`src/rtl/omsp_spm_violation_ctrl.sv`:
```
// SPM violation controller: merges CPU/DMA violations from all SPM instances, captures the
// first-fault context, raises a violation IRQ and escalates a repeated violation to a timed
// reset request.
module omsp_spm_violation_ctrl #(
    parameter int unsigned NUM_SPMS   = 4,
    parameter int unsigned IDX_W      = 2,
    parameter int unsigned RST_CYCLES = 8,
    parameter int unsigned CNT_W      = 8
) (
    input  logic                mclk,
    input  logic                puc_rst_n,
    input  logic [NUM_SPMS-1:0] spm_violation,
    input  logic [NUM_SPMS-1:0] spm_dma_violation,
    input  logic [15:0]         pc,
    input  logic [15:0]         mab,
    input  logic                handling_irq,
    input  logic                irq_ack,
    input  logic                viol_clr,
    output logic                viol_irq,
    output logic                viol_rst_req,
    output logic [15:0]         viol_pc,
    output logic [15:0]         viol_addr,
    output logic [IDX_W-1:0]    viol_sm_idx,
    output logic [1:0]          viol_cause,
    output logic [CNT_W-1:0]    viol_count,
    output logic                busy
);

    // Reset-hold counter must be at least one bit even when RST_CYCLES == 1.
    localparam int unsigned RstW = (RST_CYCLES > 1) ? $clog2(RST_CYCLES) : 1;

    typedef enum logic [1:0] {StIdle, StIrqPend, StHandling, StReset} state_e;

    state_e            state_q, state_d;
    logic [RstW-1:0]   rst_cnt_q, rst_cnt_d;
    logic [15:0]       pc_q, pc_d;
    logic [15:0]       addr_q, addr_d;
    logic [IDX_W-1:0]  idx_q, idx_d;
    logic [1:0]        cause_q, cause_d;
    logic [CNT_W-1:0]  count_q, count_d;

    logic [NUM_SPMS-1:0] viol_vec;
    logic                any_viol;
    logic [IDX_W-1:0]    low_idx;
    logic                capture_en;
    logic                accept;

    assign viol_vec = spm_violation | spm_dma_violation;
    assign any_viol = |viol_vec;

    // Priority encoder: scan high to low so the lowest set index wins.
    always_comb begin
        low_idx = '0;
        for (int i = int'(NUM_SPMS) - 1; i >= 0; i--) begin
            if (viol_vec[i]) begin
                low_idx = IDX_W'(i);
            end
        end
    end

    // State and datapath registers.
    always_ff @(posedge mclk or negedge puc_rst_n) begin
        if (!puc_rst_n) begin
            state_q   <= StIdle;
            rst_cnt_q <= '0;
            pc_q      <= '0;
            addr_q    <= '0;
            idx_q     <= '0;
            cause_q   <= '0;
            count_q   <= '0;
        end else begin
            state_q   <= state_d;
            rst_cnt_q <= rst_cnt_d;
            pc_q      <= pc_d;
            addr_q    <= addr_d;
            idx_q     <= idx_d;
            cause_q   <= cause_d;
            count_q   <= count_d;
        end
    end

    // Next-state logic; a violation in IRQ_PEND/HANDLING beats ack/clear in the same cycle.
    always_comb begin
        state_d = state_q;
        unique case (state_q)
            StIdle: begin
                if (any_viol) state_d = StIrqPend;
            end
            StIrqPend: begin
                if (any_viol)     state_d = StReset;
                else if (irq_ack) state_d = StHandling;
            end
            StHandling: begin
                if (any_viol)      state_d = StReset;
                else if (viol_clr) state_d = StIdle;
            end
            StReset: begin
                if (rst_cnt_q == '0) state_d = StIdle;
            end
            default: state_d = StIdle;
        endcase
    end

    // Capture, event counter and reset-hold counter next-state.
    always_comb begin
        capture_en = (state_q == StIdle) && any_viol;
        accept     = capture_en ||
                     (((state_q == StIrqPend) || (state_q == StHandling)) && any_viol);

        pc_d    = pc_q;
        addr_d  = addr_q;
        idx_d   = idx_q;
        cause_d = cause_q;
        if (capture_en) begin
            pc_d    = handling_irq ? 16'h0000 : pc;
            addr_d  = mab;
            idx_d   = low_idx;
            cause_d = {|spm_dma_violation, |spm_violation};
        end

        count_d = count_q;
        if (accept && (count_q != '1)) begin
            count_d = count_q + 1'b1;
        end

        rst_cnt_d = rst_cnt_q;
        if ((state_q != StReset) && (state_d == StReset)) begin
            rst_cnt_d = RstW'(RST_CYCLES - 1);
        end else if ((state_q == StReset) && (rst_cnt_q != '0)) begin
            rst_cnt_d = rst_cnt_q - 1'b1;
        end
    end

    // Outputs decoded from registered state so they drop with the asynchronous reset.
    always_comb begin
        viol_irq     = (state_q == StIrqPend);
        viol_rst_req = (state_q == StReset);
        busy         = (state_q != StIdle);
        viol_pc      = pc_q;
        viol_addr    = addr_q;
        viol_sm_idx  = idx_q;
        viol_cause   = cause_q;
        viol_count   = count_q;
    end

endmodule

```
`config.mk`:
```
export PLATFORM = sky130hd
export DESIGN_NAME = omsp_spm_violation_ctrl
export DESIGN_NICKNAME = d
export VERILOG_FILES = /design/src/rtl/omsp_spm_violation_ctrl.sv
export SDC_FILE = /design/constraint.sdc
export NUM_CORES = 1
export LEC_CHECK = 0
export ABC_AREA = 1
export BUFFER_PORTS_ARGS = -buffer_cell sky130_fd_sc_hd__buf_4
export CAP_MARGIN = 15
export CORE_MARGIN = 3
export CORE_UTILIZATION = 48
export DETAILED_ROUTE_END_ITERATION = 7
export PLACE_DENSITY = 0.79
export SLEW_MARGIN = 10
export SYNTH_ARGS = -nofsm -noshare
export SYNTH_HDL_FRONTEND = slang
export SYNTH_SLANG_ARGS = --single-unit
```
`constraint.sdc`:
```
create_clock -name mclk -period 2.05 [get_ports mclk]
set_input_delay 0.41 -clock mclk [delete_from_list [all_inputs] [get_ports mclk]]
set_output_delay 0.41 -clock mclk [all_outputs]
set_load 0.05 [all_outputs]
```
Yosys cells after proc, flatten, opt, wreduce, memory -nomap -nowiden
Index checks and enable logic that the tools add are counted.
{ "totals": {"regBits": 49, "input_bits": 45, "output_inout_bits": 47, "wordCells": 45} }
{ "op_classes": {"n_addsub": 2, "n_eq_ne": 6, "n_mux": 14, "bitwise_logic": 1, "reduce_logical": 15} }
{ "ops": {"columns": ["op", "count"], "rows": [
  ["two-way mux 2 bit", 10],
  ["two-way mux 16 bit", 1],
  ["OR reduction 4 bit", 3],
  ["adder 8 x 1 -> 8 bit, second input constant", 1],
  ["inequality test 8 bit, second input constant", 1],
  ["case mux 2 bit (4 select lines)", 1],
  ["equality test 2 bit, second input constant", 3],
  ["two-way mux 3 bit", 2],
  ["logical AND 1 bit", 5],
  ["OR 4 bit", 1],
  ["nonzero test 2 bit", 2],
  ["logical NOT 3 bit", 1],
  ["nonzero test 3 bit", 1],
  ["subtractor 3 x 1 -> 3 bit, second input constant", 1],
  ["equality test 2 x 1 -> 1 bit, second input constant", 1],
  ["logical NOT 2 bit", 1],
  ["logical OR 1 bit", 2],
  ["inequality test 2 bit, second input constant", 1]
]} }

Logic depth before layout (Yosys ltp)
{ "depth": {"word_depth": 7, "depth_mapped": 12, "depth_no_buf": 12} }

Worst setup path after synthesis
Ideal clock, no wire load.
{ "synth_path": {"path_type": "register to register", "start": "reg count_q[1], in the netlist viol_count[1]", "end": "reg count_q[2], in the netlist viol_count[2]", "setup_time_ns": 0.128, "t_arrival_ns": 1.795, "setup_slack_ns": 0.128, "stages_incl_launch_ff": 8, "path_buffers": 1, "cell_sequence": "dfrtp_1 ha_1 nand3_2 nor2_2 nand2_2 o31ai_4 buf_6 o21ai_0"} }
{ "synth_between": {"elab_chain_cells": 2, "word_cells_on_any_way": 3, "classes_between": "1 x add/sub; 1 x eq/ne; 1 x reduce/logical"} }
{ "synth_lines": {"columns": ["element", "line", "rtl"], "rows": [
  ["from (decl)", "40", "logic [CNT_W-1:0] count_q, count_d;"],
  ["from (signal assigned)", "78", "count_q <= count_d;"],
  ["branches (longest 2 deep; another with adder 8 x 1 -> 8 bit)", null, null]
]} }
Several ways; the timed one is not identified.
A chain may end at the register's enable or synchronous reset.

Worst setup path after layout
{ "layout_path": {"start": "reg state_q[1]", "end": "out busy"} }
{ "layout_between": {"elab_chain_cells": 1} }
{ "layout_lines": {"columns": ["element", "line", "rtl"], "rows": [
  ["from (decl)", "34", "state_e state_q, state_d;"],
  ["from (signal assigned)", "64", "state_q <= StIdle;"],
  ["from (signal assigned)", "72", "state_q <= state_d;"],
  ["nonzero test 2 bit", "138", "busy = (state_q != StIdle);"],
  ["to (decl)", "26", "output logic busy"]
]} }
Every way passes these cells.

==> PnR_summary.wiki <==
{| class="wikitable"
! Metric !! Value
|-
| Outcome || complete, no violations
|-
| Final hold viol count || 0
|-
| Setup slack after placement || roughly 190 ps
|-
| Startpoint-to-endpoint class of the critical path || flip-flop to output port
|-
| Data arrival, critical path || between 1000 and 1500 ps
|-
| Drt first pass iters || 4
|-
| Reg2Reg Launch Point || state_q[1]
|-
| DIE HEIGHT || ~76 um
|-
| CTS tree || built
|-
| Number of distinct library cells after synthesis || 26
|-
| Sum of routed wire length over all layers || roughly 5300 um
|-
| Worst slew margin relative to its limit || between 50% and 60%
|-
| Finish-stage setup viols || 0
|-
| Max Clock Freq || between 500 and 600 MHz
|-
| Clock skew after layout || 5.07 ps
|-
| Horiz. Die Dim || 75.7 um
|-
| Worst-margin pin slew || 615 ps
|-
| Pin count of the biggest net entering global routing || 50
|-
| Depth of the CTS H-tree || 2
|-
| Number of synthesized flops with an enable pin || 0
|-
| Flops & latches, synth || a little under 50
|-
| Antenna violations before repair || 0
|-
| Element type at the critical path end || output port
|-
| Total leakage power || about 1.8 nW
|-
| Critical path's slowest cell || dfrtp_1
|-
| Total of max-cap violations || 0
|-
| Maximum VDD drop || about 1100 uV
|-
| Pins Over Slew Limit || 0
|-
| List of most frequent post-synthesis cells || 108 x nand2_1, 49 x dfrtp_1, 26 x inv_1
|-
| Nets in the synthesized netlist || around 330
|-
| Total via count in the routed design || approximately 2000
|-
| Starting utilization of the core area || 51.7%
|-
| Worst hold path type || primary input to async pin
|-
| Clock network latency to the later pin of the worst-skew pair || about 300 ps
|-
| Via density || approximately 4.8
|-
| Cells traversed along the worst timing path || inv_1 -> ha_1 -> inv_1 -> buf_4
|-
| Syn avg cell area || roughly 8.5 sq um
|-
| Diodes inserted || 0
|-
| Full die area || about 5700 sq um
|-
| Data required time of the critical path || 1640 ps
|-
| Filler Cells Inserted || ~380
|-
| Netlist Area Pre-Place || around 2300 sq um
|-
| Yosys synthesis warning count || 0
|-
| Wire length of the first global-routing pass || around 8500 um
|-
| Global route overflow || 0
|-
| Crit path max fanout || 6
|-
| Fraction of layout cells with a size suffix above 1 || 32.4%
|-
| Critical Path Source || state_q[1]
|-
| Number of hold buffers added after cts || 0
|-
| CTS resizes || 0
|-
| Root buffer cell || clkbuf_8
|-
| Final setup slack of the worst path || around 220 ps
|-
| Share of flip-flops with an asynchronous set or reset after synthesis || 100%
|-
| Yosys top cell by area || dfrtp_1
|-
| Count of buffering cells on the critical path with inverters included || 3
|-
| Period Utilization, post-route || about nine tenths
|-
| Initial detailed-routing violation count || 88
|-
| Clock period minus final worst setup slack || approximately 1800 ps
|-
| Final TNS setup || 0 ps
|-
| Clock buffers created by TritonCTS || 5
|-
| Category of the worst setup path launch point || flip-flop
|-
| Core Area || around 4500 sq um
|-
| DRT antenna net count || 0
|-
| Most used flip-flop cell after synthesis || dfrtp_1
|-
| Buffers on Ports || about 90
|-
| Clock edge transition at the registers on the reported setup and hold paths || ~90 ps
|-
| # DRC || 0
|-
| Total power divided by cell area || between 1500 and 2000 nW/um^2
|-
| Post-synthesis instance total || 274
|-
| Total track usage || around 19%
|-
| Top cell family by delay on the critical path || flip-flops
|-
| Wirelength per Cell || between 10 and 15 um
|-
| Area contributors post-synth || dfrtp_1 53%, nand2_1 17%, ha_1 4.8%
|-
| Dpl hpwl || about 3900 um
|-
| Postcts setup bufs || 0
|-
| RSZ-0062 raised after global routing || false
|-
| Synth top area share || 52.7%
|-
| Routability Congestion || 0.771
|-
| Number of global-route vias before repair || roughly 1900
|-
| Site row count || 24
|-
| Number of clock sinks || just under 50
|-
| Fraction of the yosys area taken by sequential cells || 52.7%
|-
| Max clock buf depth || 2
|-
| Area growth, synth to finish || 36.4%
|-
| Most frequent cell after synthesis || nand2_1
|-
| Delay contributed by the slowest stage of the critical path || approximately 450 ps
|-
| Count of nets after finishing || approximately 420
|-
| Most repeated library cell on the critical path || inv_1
|-
| Ports || slightly above 90
|}
[kinds of logic after synthesis]
logic type,Yosys count,share of synthesized area [%]
simple gates,155,27.6
buf+inv,35,6.50
xor+xnor,6,2.26
fa+ha+maj,9,4.84
flops,49,52.7
mux,2,0.967
compound gates,18,5.16
[final timing paths]
check	slack, ps	cells after the start	to
max	220	4	busy
min	110	1	viol_addr[4]
max reg2reg	380	8	viol_count[5]
min reg2reg	480	2	viol_addr[1]
max in group asynchronous	1520	1	rst_cnt_q[2]
min in group mclk	300	3	viol_addr[3]
[final cells by class]
type	instances	area [sq um]	share of cell area [%]
well taps	52	65.1	2.05
clock inverters	3	17.5	0.552
inverters	27	101	3.19
multi-input cells	190	951	29.9
clock buffers	5	68.8	2.17
flip-flops and latches	49	1230	38.6
repair buffers	96	746	23.5
[cells in the final DEF, fill, tap and decap left out, drive strengths merged]
master,instances
xor2,3
nand2,112
nand3,23
ha,9
nor3,2
o31ai,2
a21oi,3
clkinv,2
clkinvlp,1
or2,1
dfrtp,49
clkbuf,5
o21ai,13
inv,27
nor2,15
buf,96
nor4,2
xnor2,3
mux2,2
[registers in the layout, summed over array words and instances, names as in the netlist]
register	cells
viol_sm_idx	2
state_q	2
viol_count	8
viol_addr	16
rst_cnt_q	3
viol_cause	2
viol_pc	16
[routing by layer]
metal / up-vias / GRT usage, % / wire length, um
met5: - / 0 / 0
met1: 913 / 25.0 / 2320
met4: 0 / 6.80 / 65
li1: 1041 / - / -
met3: 7 / 4.35 / 298
met2: 48 / 32.5 / 2590
[worst reg2reg max path, delay by kind of cell (launching register included)]
family,cells,cell delay [ps]
AO/OA/AOI/OAI,2,220
buffers and inverters,3,400
flip-flops,1,450
AND/OR/NAND/NOR,2,240
adder cells (fa/ha/maj),1,280
[power by group]
part / total (W) / switching (W) / internal, W
Clock: 0.000560 / 0.000324 / 0.000236
Combinational: 0.00370 / 0.00253 / 0.00117
Sequential: 0.00166 / 0.000264 / 0.00140
[metrics by stage]
stage | hold slack, ps | instance area, sq um | utilization (%) | cells | total power [W]
2_1_floorplan | 114 | 2330 | - | 274 | 0.00425
3_3_place_gp | 456 | 3060 | 68.0 | 412 | 0.00523
3_5_place_dp | 461 | 3060 | 68.0 | 412 | 0.00530
4_1_cts | 135 | 3150 | 69.9 | 420 | 0.00587
5_1_grt | 155 | 3180 | 70.5 | 422 | 0.00634
6_report | 111 | 3180 | 70.5 | 422 | 0.00592
No activity file was read; power rests on OpenSTA's default activity.
